[config.mk]
export PLATFORM = sky130hd
export DESIGN_NAME = sobel_stream_ctrl_flat
export DESIGN_NICKNAME = d
export VERILOG_FILES = /design/src/rtl/sobel_stream_ctrl_if.sv /design/src/rtl/sobel_stream_ctrl.sv /design/src/flat_wrapper.sv
export SDC_FILE = /design/constraint.sdc
export NUM_CORES = 1
export LEC_CHECK = 0
export BUFFER_PORTS_ARGS = -buffer_cell sky130_fd_sc_hd__buf_2
export CORE_UTILIZATION = 40
export DETAILED_ROUTE_END_ITERATION = 10
export HOLD_SLACK_MARGIN = 0.02
export PLACE_DENSITY = 0.51
export SYNTH_ARGS = -nofsm -noshare
export SYNTH_HDL_FRONTEND = slang
export SYNTH_SLANG_ARGS = --single-unit
[constraint.sdc]
create_clock -name clk -period 6 [get_ports clk]
set_input_delay 0 -clock clk [delete_from_list [all_inputs] [get_ports clk]]
set_output_delay 0 -clock clk [all_outputs]
set_load 0.01 [all_outputs]
[src/rtl/sobel_stream_ctrl_if.sv]
// Pixel-in / result-out stream bundle for sobel_stream_ctrl.
// The controller takes the slave view; the source/sink side takes the master view.
interface sobel_stream_ctrl_if #(
  parameter int PIX_W = 8
);
  logic             in_valid;
  logic             in_ready;
  logic [PIX_W-1:0] in_pix;
  logic             in_sof;
  logic             out_valid;
  logic             out_ready;
  logic [7:0]       out_pix;
  logic             out_last;

  modport master (
    output in_valid, in_pix, in_sof, out_ready,
    input  in_ready, out_valid, out_pix, out_last
  );

  modport slave (
    input  in_valid, in_pix, in_sof, out_ready,
    output in_ready, out_valid, out_pix, out_last
  );
endinterface

[src/rtl/sobel_stream_ctrl.sv]
// Raster-stream scheduler for the sobel core: line buffers, 3x3 window, result FIFO.
// Optional SOBEL_THRESH_EN adds a thresh port and turns results into a binary edge map.
module sobel_stream_ctrl #(
  parameter int IMG_W = 64,
  parameter int IMG_H = 48,
  parameter int PIX_W = 8
) (
  input  logic               clk,
  input  logic               rst_n,
  sobel_stream_ctrl_if.slave bus,
  output logic [PIX_W:0]     p0,
  output logic [PIX_W:0]     p1,
  output logic [PIX_W:0]     p2,
  output logic [PIX_W:0]     p3,
  output logic [PIX_W:0]     p5,
  output logic [PIX_W:0]     p6,
  output logic [PIX_W:0]     p7,
  output logic [PIX_W:0]     p8,
  input  logic [7:0]         core_out
`ifdef SOBEL_THRESH_EN
  ,
  input  logic [7:0]         thresh
`endif
);

  localparam int CW = $clog2(IMG_W);
  localparam int RW = $clog2(IMG_H);
  localparam logic [CW-1:0] COL_LAST = CW'(IMG_W - 1);
  localparam logic [RW-1:0] ROW_LAST = RW'(IMG_H - 1);

  typedef struct packed {
    logic [7:0] pix;
    logic       last;
  } entry_t;

  logic [CW-1:0]    col_q, col_d, cur_col;
  logic [RW-1:0]    row_q, row_d, cur_row;
  logic             accept, produce, is_last;
  logic [PIX_W-1:0] lb0_q [IMG_W];
  logic [PIX_W-1:0] lb1_q [IMG_W];
  logic [PIX_W-1:0] top, mid, bot;
  logic [PIX_W-1:0] win_q [9];
  logic             st1_q, st1_last_q, st2_q, st2_last_q;
  entry_t           fifo_q [2];
  logic             wr_q, rd_q, push, pop;
  logic [1:0]       count_q, count_d;
  logic [2:0]       used_credit;
  logic [7:0]       push_pix;

  // Pipeline stages st1/st2 cover the two edges between accept and push, so
  // both count against the 2-entry FIFO.
  assign used_credit  = {1'b0, count_q} + {2'b00, st1_q} + {2'b00, st2_q};
  assign bus.in_ready = (used_credit < 3'd2);
  assign accept       = bus.in_valid && bus.in_ready;

  // NOTE: every signal written in always_comb gets a default first so no latch is inferred.
  always_comb begin
    cur_col = bus.in_sof ? '0 : col_q;
    cur_row = bus.in_sof ? '0 : row_q;
    col_d   = col_q;
    row_d   = row_q;
    if (accept) begin
      if (cur_col == COL_LAST) begin
        col_d = '0;
        row_d = (cur_row == ROW_LAST) ? '0 : cur_row + 1'b1;
      end else begin
        col_d = cur_col + 1'b1;
        row_d = cur_row;
      end
    end
  end

  assign produce = accept && (cur_col >= CW'(2)) && (cur_row >= RW'(2));
  assign is_last = (cur_col == COL_LAST) && (cur_row == ROW_LAST);

  assign top = lb1_q[cur_col];
  assign mid = lb0_q[cur_col];
  assign bot = bus.in_pix;

  // NOTE: line buffers have no reset so they map onto RAM; rows 0-1 of every
  // frame refill them before any result depends on their contents.
  always_ff @(posedge clk) begin
    if (accept) begin
      lb1_q[cur_col] <= lb0_q[cur_col];
      lb0_q[cur_col] <= bus.in_pix;
    end
  end

  // NOTE: state uses non-blocking assignments so every register sees pre-edge values.
  always_ff @(posedge clk or negedge rst_n) begin
    if (!rst_n) begin
      col_q      <= '0;
      row_q      <= '0;
      st1_q      <= 1'b0;
      st1_last_q <= 1'b0;
      st2_q      <= 1'b0;
      st2_last_q <= 1'b0;
      for (int i = 0; i < 9; i++) win_q[i] <= '0;
    end else begin
      col_q      <= col_d;
      row_q      <= row_d;
      st1_q      <= produce;
      st1_last_q <= produce && is_last;
      st2_q      <= st1_q;
      st2_last_q <= st1_last_q;
      if (accept) begin
        win_q[0] <= win_q[1];
        win_q[1] <= win_q[2];
        win_q[2] <= top;
        win_q[3] <= win_q[4];
        win_q[4] <= win_q[5];
        win_q[5] <= mid;
        win_q[6] <= win_q[7];
        win_q[7] <= win_q[8];
        win_q[8] <= bot;
      end
    end
  end

  assign p0 = {1'b0, win_q[0]};
  assign p1 = {1'b0, win_q[1]};
  assign p2 = {1'b0, win_q[2]};
  assign p3 = {1'b0, win_q[3]};
  assign p5 = {1'b0, win_q[5]};
  assign p6 = {1'b0, win_q[6]};
  assign p7 = {1'b0, win_q[7]};
  assign p8 = {1'b0, win_q[8]};

`ifdef SOBEL_THRESH_EN
  assign push_pix = (core_out >= thresh) ? 8'hFF : 8'h00;
`else
  assign push_pix = core_out;
`endif

  assign push = st2_q;
  assign pop  = bus.out_valid && bus.out_ready;

  always_comb begin
    count_d = count_q;
    case ({push, pop})
      2'b10:   count_d = count_q + 2'd1;
      2'b01:   count_d = count_q - 2'd1;
      default: count_d = count_q;
    endcase
  end

  // The two FIFO entries are reset so out_pix/out_last read as zero after reset.
  always_ff @(posedge clk or negedge rst_n) begin
    if (!rst_n) begin
      fifo_q[0] <= '0;
      fifo_q[1] <= '0;
      wr_q      <= 1'b0;
      rd_q      <= 1'b0;
      count_q   <= 2'd0;
    end else begin
      if (push) begin
        fifo_q[wr_q] <= '{pix: push_pix, last: st2_last_q};
        wr_q         <= ~wr_q;
      end
      if (pop) rd_q <= ~rd_q;
      count_q <= count_d;
    end
  end

  assign bus.out_valid = (count_q != 2'd0);
  assign bus.out_pix   = fifo_q[rd_q].pix;
  assign bus.out_last  = fifo_q[rd_q].last;

endmodule

[src/flat_wrapper.sv]
// flat-port wrapper written by rule: the top's interface ports become plain ports
module sobel_stream_ctrl_flat 
#(
  parameter int IMG_W = 64,
  parameter int IMG_H = 48,
  parameter int PIX_W = 8
)
  (clk, rst_n, p0, p1, p2, p3, p5, p6, p7, p8, core_out, bus_in_valid, bus_in_pix, bus_in_sof, bus_out_ready, bus_in_ready, bus_out_valid, bus_out_pix, bus_out_last);
  sobel_stream_ctrl_if #(.PIX_W(PIX_W)) bus_i ();
  input  logic clk;
  input  logic rst_n;
  output logic [PIX_W:0] p0;
  output logic [PIX_W:0] p1;
  output logic [PIX_W:0] p2;
  output logic [PIX_W:0] p3;
  output logic [PIX_W:0] p5;
  output logic [PIX_W:0] p6;
  output logic [PIX_W:0] p7;
  output logic [PIX_W:0] p8;
  input  logic [7:0] core_out;
  input wire logic [$bits(bus_i.in_valid)-1:0] bus_in_valid;
  input wire logic [$bits(bus_i.in_pix)-1:0] bus_in_pix;
  input wire logic [$bits(bus_i.in_sof)-1:0] bus_in_sof;
  input wire logic [$bits(bus_i.out_ready)-1:0] bus_out_ready;
  output wire logic [$bits(bus_i.in_ready)-1:0] bus_in_ready;
  output wire logic [$bits(bus_i.out_valid)-1:0] bus_out_valid;
  output wire logic [$bits(bus_i.out_pix)-1:0] bus_out_pix;
  output wire logic [$bits(bus_i.out_last)-1:0] bus_out_last;
  assign bus_i.in_valid = bus_in_valid;
  assign bus_i.in_pix = bus_in_pix;
  assign bus_i.in_sof = bus_in_sof;
  assign bus_i.out_ready = bus_out_ready;
  assign bus_in_ready = bus_i.in_ready;
  assign bus_out_valid = bus_i.out_valid;
  assign bus_out_pix = bus_i.out_pix;
  assign bus_out_last = bus_i.out_last;
  sobel_stream_ctrl #(.IMG_W(IMG_W), .IMG_H(IMG_H), .PIX_W(PIX_W)) u_core (.clk(clk), .rst_n(rst_n), .bus(bus_i), .p0(p0), .p1(p1), .p2(p2), .p3(p3), .p5(p5), .p6(p6), .p7(p7), .p8(p8), .core_out(core_out));
endmodule
==> flow_metrics.py, run 1 <==
metrics = {
    "die": {
        "placementRows": 122,
        "die_h_um": 338,
        "initial_core_util_pct": 40.6,
        "io_pins": 104,
        "die_area_mm2": 0.114,
        "core_mm2": 0.111,
        "die_w_um": 338,
    },
    "cells_and_area": {
        "final_cells": 4548,
        "synthToLayoutAreaGrowth_pct": 13.8,
        "final_common_cell": "edfxtp_1",
        "layout_common_cells": "1024 x edfxtp_1, 251 x nand2_1, 187 x mux2i_1",
        "fin_nets": 2987,
        "num-fill-cells": 9649,
        "drive_above_1_share_pct": 19.5,
    },
    "clock_tree": {
        "worst_skew_pair.late_latency_ps": 720,
        "cts_buffers": 116,
        "cts_tree": "yes",
        "cts_hold_buf": 15,
        "cts.htree.levels": 3,
        "clk_path_buf_depth": 3,
        "clk_pin_slew_ps": 60,
        "clockRootBuffer": "clkbuf_16",
        "cts_setup_buffers": 0,
        "cts_resized": 0,
        "clkSinkCount": 1134,
    },
    "synthesis": {
        "ys_seq_elements": 1134,
        "syn_area_per_cell_um2": 16.1,
        "ys_seq_area_share_pct": 74.2,
        "ys_async_sr_fraction_pct": 9.70,
        "netlist_instances": 2808,
        "synth_area_mm2": 0.0452,
        "synth.distinct_cells": 80,
        "synth_edf_count": 1024,
        "synth_warnings": 0,
        "ys.flop_type": "edfxtp_1",
    },
    "placement": {
        "dp.cells": 4315,
        "dp_hpwl_um": 90700,
        "place.gp.congestion": 0.921,
        "io_buffers": 95,
    },
    "setup_path": {
        "critPathMaxStageDelay_ps": 1220,
        "critPathLaunchType": "flip-flop",
        "critPathMaxFanout": 46,
        "cp_common_cell": "buf_4",
        "end_kind": "flip-flop",
        "path_cells": "buf_4 -> o21ai_4 -> buf_4 -> buf_4 -> a221oi_1 -> o22ai_1 -> or4_2 -> buf_4",
        "crit_type": "reg -> reg",
        "worst_ep_required_time_ps": 6440,
        "cp_slowest_cell": "or4_2",
        "cp.arrival_ps": 5140,
    },
    "timing": {
        "hold_violations": 0,
        "relSlewSlack_pct": -1.92,
        "final_min_period_over_clock_period_pct": 78.3,
        "fin_skew_ps": 30.6,
        "finalSetupViolations": 0,
        "fmax_ghz": 0.213,
        "tightest_slew_ps": 1490,
        "setup_tns_ps": 0,
        "min_period_ps": 4700,
        "finalMaxSlewViolations": 1,
        "rsz0062_at_grt": "false",
    },
    "pwr": {
        "p_leak_nw": 17.6,
        "power_mw": 24.0,
        "p_per_area_mw_per_mm2": 467,
        "irDropWorstVdd_mv": 0.264,
    },
    "routing": {
        "ant_nets": 0,
        "viasPerCell": 5.97,
        "drt_pass1_iterations": 6,
        "wirelength_um": 150000,
        "drt-initial-drc-count": 3674,
        "wl_per_cell_um": 33.1,
        "vias": 27200,
        "remaining_drc_errors": 0,
    },
    "worst_hold_path": {
        "hold_path.class": "in -> reg",
    },
    "grt": {
        "gr-total-overflow": 0,
        "grt_pass1_wl_um": 208000,
        "track_usage_pct": 26.2,
        "grt_pass1_vias": 26100,
        "grt_max_degree": 74,
        "antenna_found_initial": 6,
    },
    "run": {
        "drv_cap": 1,
    },
    "run_status": {
        "violations": "capacitance limit, slew limit",
        "outcome": "finished with violations",
    },
}
[final timing paths]
path	start	endpoint	slack [ps]	cells after the start
setup / recovery	u_core.col_q[1]$_DFFE_PN0P_	u_core.lb1_q[63][6]$_DFFE_PP_	1300	8
hold / removal	bus_in_pix[6]	u_core.lb0_q[4][6]$_DFFE_PP_	40	2
setup reg to reg	u_core.col_q[1]$_DFFE_PN0P_	u_core.lb1_q[63][6]$_DFFE_PP_	1300	8
hold reg to reg	u_core.st1_last_q$_DFF_PN0_	u_core.st2_last_q$_DFF_PN0_	350	0
max in group asynchronous	rst_n	u_core.col_q[0]$_DFFE_PN0P_	4620	4
min in group asynchronous	rst_n	u_core.fifo_q[7]$_DFFE_PN0P_	370	4
[cells by family after synthesis]
| family | Yosys count | synth area share, % |
|---|---|---|
| adders and majority gates | 6 | 0.166 |
| and+or+nand+nor | 578 | 6.15 |
| buffers and inverters | 256 | 3.17 |
| DFF | 1134 | 74.2 |
| xor gates and xnor gates | 5 | 0.0970 |
| AOI/OAI and AO/OA | 517 | 8.11 |
| muxes | 311 | 8.13 |
| other | 1 | 0.00830 |
[cells in the mapped netlist, drive strengths merged (16+ instances only)]
library cell | count | area [µm²]
nor2 | 131 | 492
a22oi | 30 | 225
clkbuf | 76 | 285
a221oi | 49 | 429
nand2 | 253 | 950
o221ai | 19 | 166
mux2 | 89 | 1010
nor3 | 19 | 95.1
o21ai | 79 | 395
a2111oi | 20 | 178
nor2b | 18 | 113
nand3 | 17 | 85.1
mux4 | 35 | 788
mux2i | 187 | 1870
o22ai | 60 | 375
and2 | 16 | 100
edfxtp | 1024 | 30700
a21oi | 96 | 480
nand3b | 41 | 312
buf | 172 | 1110
dfrtp | 110 | 2750
[cell type report]
type	instances	area, µm²	share of cell area [%]
Sequential cell	1134	33500	65.2
Antenna cell	1	2.50	0.00487
Tap cell	1488	1860	3.62
Inverter	8	30.0	0.0584
Clock buffer	155	3120	6.07
Multi-Input combinational cell	1425	10300	20.1
Timing Repair Buffer	275	1910	3.72
Clock inverter	62	606	1.18
[routing by layer]
metal	routed length, µm	vias up	share of wire [%]	global-route usage [%]
li1	-	11200	-	-
met1	62200	14100	41	36.6
met2	68700	1540	46	40.9
met3	13800	273	9.2	5.34
met4	5610	4	3.7	8.81
met5	30	-	0.020	0
[report_power, final]
part | internal, mW | switching (mW) | leakage, nW
Sequential | 9.75 | 0.390 | 10.6
Clock | 4.11 | 3.05 | 1.83
Combinational | 1.97 | 4.73 | 5.19
Total | 15.8 | 8.17 | 17.6
[state kept, by name, summed over array words and instances (netlist names), 8 cells and up]
register       flops
u_core.p8          8
u_core.p7          8
u_core.p0          8
u_core.lb0_q     512
u_core.p1          8
u_core.p3          8
u_core.p2          8
u_core.win_q       8
u_core.p5          8
u_core.lb1_q     512
u_core.p6          8
u_core.fifo_q     18
[worst max-delay path, delay by kind of cell (launching register included)]
family / cells / cell delay, ps
AOI/OAI and AO/OA: 3 / 730
buffers and inverters: 4 / 1590
DFF: 1 / 750
and+or+nand+nor: 1 / 1220
[through the flow]
| stage | hold slack (ps) | utilization [%] | area (µm²) | setup WS [ps] |
|---|---|---|---|---|
| floorplan | -296 | - | 45200 | 1970 |
| global placement | 55.3 | 42.7 | 47500 | 1410 |
| detailed placement | 66.8 | 42.7 | 47500 | 1390 |
| CTS | 21.4 | 46.2 | 51400 | 1380 |
| global route | 28.9 | 46.2 | 51400 | 1200 |
| finish | 40.3 | 46.2 | 51400 | 1300 |
Note: power is estimated with default switching activity, not from simulation.
==> inputs of run 2 (changes only) <==
--- a/config.mk
+++ b/config.mk
@@ -5,6 +5,7 @@
 export SDC_FILE = /design/constraint.sdc
 export NUM_CORES = 1
 export LEC_CHECK = 0
+export ABC_AREA = 1
 export BUFFER_PORTS_ARGS = -buffer_cell sky130_fd_sc_hd__buf_2
 export CORE_UTILIZATION = 40
 export DETAILED_ROUTE_END_ITERATION = 10
==> constraint.sdc (replaced) <==
create_clock -name clk -period 4.8 [get_ports clk]
set_input_delay 0 -clock clk [delete_from_list [all_inputs] [get_ports clk]]
set_output_delay 0 -clock clk [all_outputs]
set_load 0.01 [all_outputs]
==> flow_metrics.py, run 2 <==
metrics = {
    "die": {
        "io_pins": 104,
        "core_mm2": 0.120,
        "placementRows": 127,
        "initial_core_util_pct": 40.3,
        "die_w_um": 350,
        "die_area_mm2": 0.122,
        "die_h_um": 350,
    },
    "clock_tree": {
        "cts_resized": 0,
        "clkSinkCount": 1134,
        "clk_path_buf_depth": 3,
        "cts_tree": "yes",
        "worst_skew_pair.late_latency_ps": 730,
        "cts.htree.levels": 4,
        "cts_hold_buf": 19,
        "cts_buffers": 130,
        "clockRootBuffer": "clkbuf_16",
        "cts_setup_buffers": 0,
        "clk_pin_slew_ps": 60,
    },
    "routing": {
        "wirelength_um": 145000,
        "drt_pass1_iterations": 5,
        "drt-initial-drc-count": 3184,
        "topRoutingLayerUsed": "met5",
        "remaining_drc_errors": 0,
        "wl_met2_um": 67500,
        "vias": 32300,
        "wl_met1_um": 64600,
        "wl_met3_um": 9580,
        "viasPerCell": 4.93,
        "ant_nets": 0,
        "wl_per_cell_um": 22.1,
    },
    "timing": {
        "finalMaxSlewViolations": 0,
        "tightest_slew_ps": 1020,
        "min_period_ps": 3710,
        "finalSetupViolations": 0,
        "rsz0062_at_grt": "false",
        "final_min_period_over_clock_period_pct": 77.3,
        "fin_skew_ps": 25.9,
        "fmax_ghz": 0.270,
        "relSlewSlack_pct": 32.2,
        "setup_tns_ps": 0,
        "setup_slack_ps": 1090,
        "holdWs_ps": 49.7,
        "hold_violations": 0,
    },
    "grt": {
        "gr-total-overflow": 0,
        "grt_pass1_vias": 30700,
        "grt_max_degree": 94,
        "antenna_found_initial": 8,
        "grt_pass1_wl_um": 213000,
        "track_usage_pct": 23.9,
    },
    "worst_hold_path": {
        "min-delay-start": "bus_in_pix[0]",
        "hold_path.class": "in -> reg",
    },
    "synthesis": {
        "syn_area_per_cell_um2": 10.3,
        "ys_seq_elements": 1134,
        "synth.most_common_cell": "nand2_1",
        "synthAdderAreaFrac_pct": 0.155,
        "netlist_top_cells_count": "2189 x nand2_1, 1024 x edfxtp_1, 432 x inv_1",
        "yosys.area_share.simple_pct": 21.6,
        "muxShareOfSynthArea_pct": 0,
        "ys_seq_area_share_pct": 69.4,
        "synthXorXnorAreaFrac_pct": 0.109,
        "ys.flop_type": "edfxtp_1",
        "netlist_instances": 4697,
        "synth.largest_area_cell": "edfxtp_1",
        "synth_compound_area_share_pct": 2.14,
        "ys_async_sr_fraction_pct": 9.70,
        "synthTopCellsByArea": "edfxtp_1 64%, nand2_1 17%, dfrtp_1 5.7%",
        "synth_top_family_by_area": "simple AND/OR/NAND/NOR gates",
        "synth_area_mm2": 0.0483,
        "synth_warnings": 0,
        "synth.distinct_cells": 35,
        "synth_edf_count": 1024,
        "netlist.area_leader.share_pct": 63.7,
    },
    "cells_and_area": {
        "largest_registers": "u_core.lb0_q (512), u_core.lb1_q (512), u_core.fifo_q (18)",
        "fin_nets": 4848,
        "synthToLayoutAreaGrowth_pct": 14.0,
        "final_common_cell": "nand2_1",
        "layout_common_cells": "2179 x nand2_1, 1024 x edfxtp_1, 431 x inv_1",
        "drive_above_1_share_pct": 9.69,
    },
    "run": {
        "drv_cap": 0,
    },
    "setup_path": {
        "worst_ep_required_time_ps": 5280,
        "crit_type": "in -> reg",
        "worstSetupStartpoint": "bus_in_sof",
        "r2r_start": "u_core.col_q[0]$_DFFE_PN0P_",
        "cp.arrival_ps": 4190,
        "critPathLaunchType": "input pin",
        "end_kind": "flip-flop",
        "critPathMaxFanout": 64,
    },
    "pwr": {
        "p_int_mw": 19.6,
        "p_leak_nw": 23.4,
        "p_per_area_mw_per_mm2": 531,
        "pwr-share-seq_pct": 43.0,
        "switching_power_mw": 9.66,
        "sw_frac_of_total_pct": 33.0,
        "irDropWorstVdd_mv": 0.355,
        "p_clk_share_pct": 32.9,
        "comb_power_share_pct": 24.1,
    },
    "placement": {
        "place.gp.congestion": 0.896,
        "io_buffers": 95,
        "preCtsSetupSlack_ps": 963,
        "dp_hpwl_um": 85000,
    },
    "run_status": {
        "outcome": "complete, no violations",
    },
}
## run 2: through the flow
stage	instance area (µm²)	utilization [%]	cells	power, mW
floorplan	48300	-	4704	16.9
global placement	50700	42.3	6282	19.8
detailed placement	50700	42.3	6282	19.9
CTS	55000	45.9	6537	29.5
global route	55000	45.9	6537	30.5
finish	55100	45.9	6541	29.2
## run 2: routing by layer
layer | GRT usage [%] | vias to the layer above
met5 | 0 | -
met3 | 3.82 | 171
met1 | 34.0 | 15700
met4 | 6.08 | 4
li1 | - | 15400
met2 | 38.1 | 1006
## run 2: logic make-up (layout without fill, tap and decap cells)
logic type	after synthesis	count (layout)
AOI/OAI and AO/OA	173	173
xor gates and xnor gates	6	6
adders and majority gates	6	6
buffers and inverters	721	942
DFF	1134	1134
other	1	12
and+or+nand+nor	2656	2656
## run 2: final cells by class
cell class                      instances  area [µm²]
Antenna cell                            4        10.0
Clock buffer                          179        3550
Clock inverter                         57         546
Fill cell                           11300       64800
Inverter                              441        1660
Multi-Input combinational cell       2849       11700
Sequential cell                      1134       33500
Tap cell                             1612        2020
Timing Repair Buffer                  265        2060
## run 2: power by group through the flow
stage	registers [mW]	clock network, mW	logic, mW
detailed placement	12.8	0	7.08
CTS	12.6	9.79	7.10
floorplan	12.7	0	4.18
global route	12.6	10.2	7.73
finish	12.6	9.62	7.05
global placement	12.8	0	7.05
## run 2: final timing paths
kind	end	cells after the start	slack (ps)
worst max-delay path	u_core.lb1_q[27][3]$_DFFE_PP_	17	1090
worst min-delay path	u_core.lb0_q[28][0]$_DFFE_PP_	2	50
worst max register to register	u_core.lb1_q[27][3]$_DFFE_PP_	14	1120
worst min register to register	u_core.st2_last_q$_DFF_PN0_	0	360
max in group asynchronous	u_core.p5[7]$_DFFE_PN0P_	4	3550
min in group asynchronous	u_core.p0[1]$_DFFE_PN0P_	4	380
## run 2: worst max-delay path, cell delays in order
cell and delay [ps]:
dlygate4sd3_1 520, buf_2 410, inv_2 220, buf_4 290, nand2_4 270, buf_12 350, nand2_1 90, nand2_1 80
nand2_1 40, nand2_1 120, nand2_1 60, nand2_1 200, nand2_1 110, nand2_1 160, nor2_1 80, nand2_2 540
buf_4 490
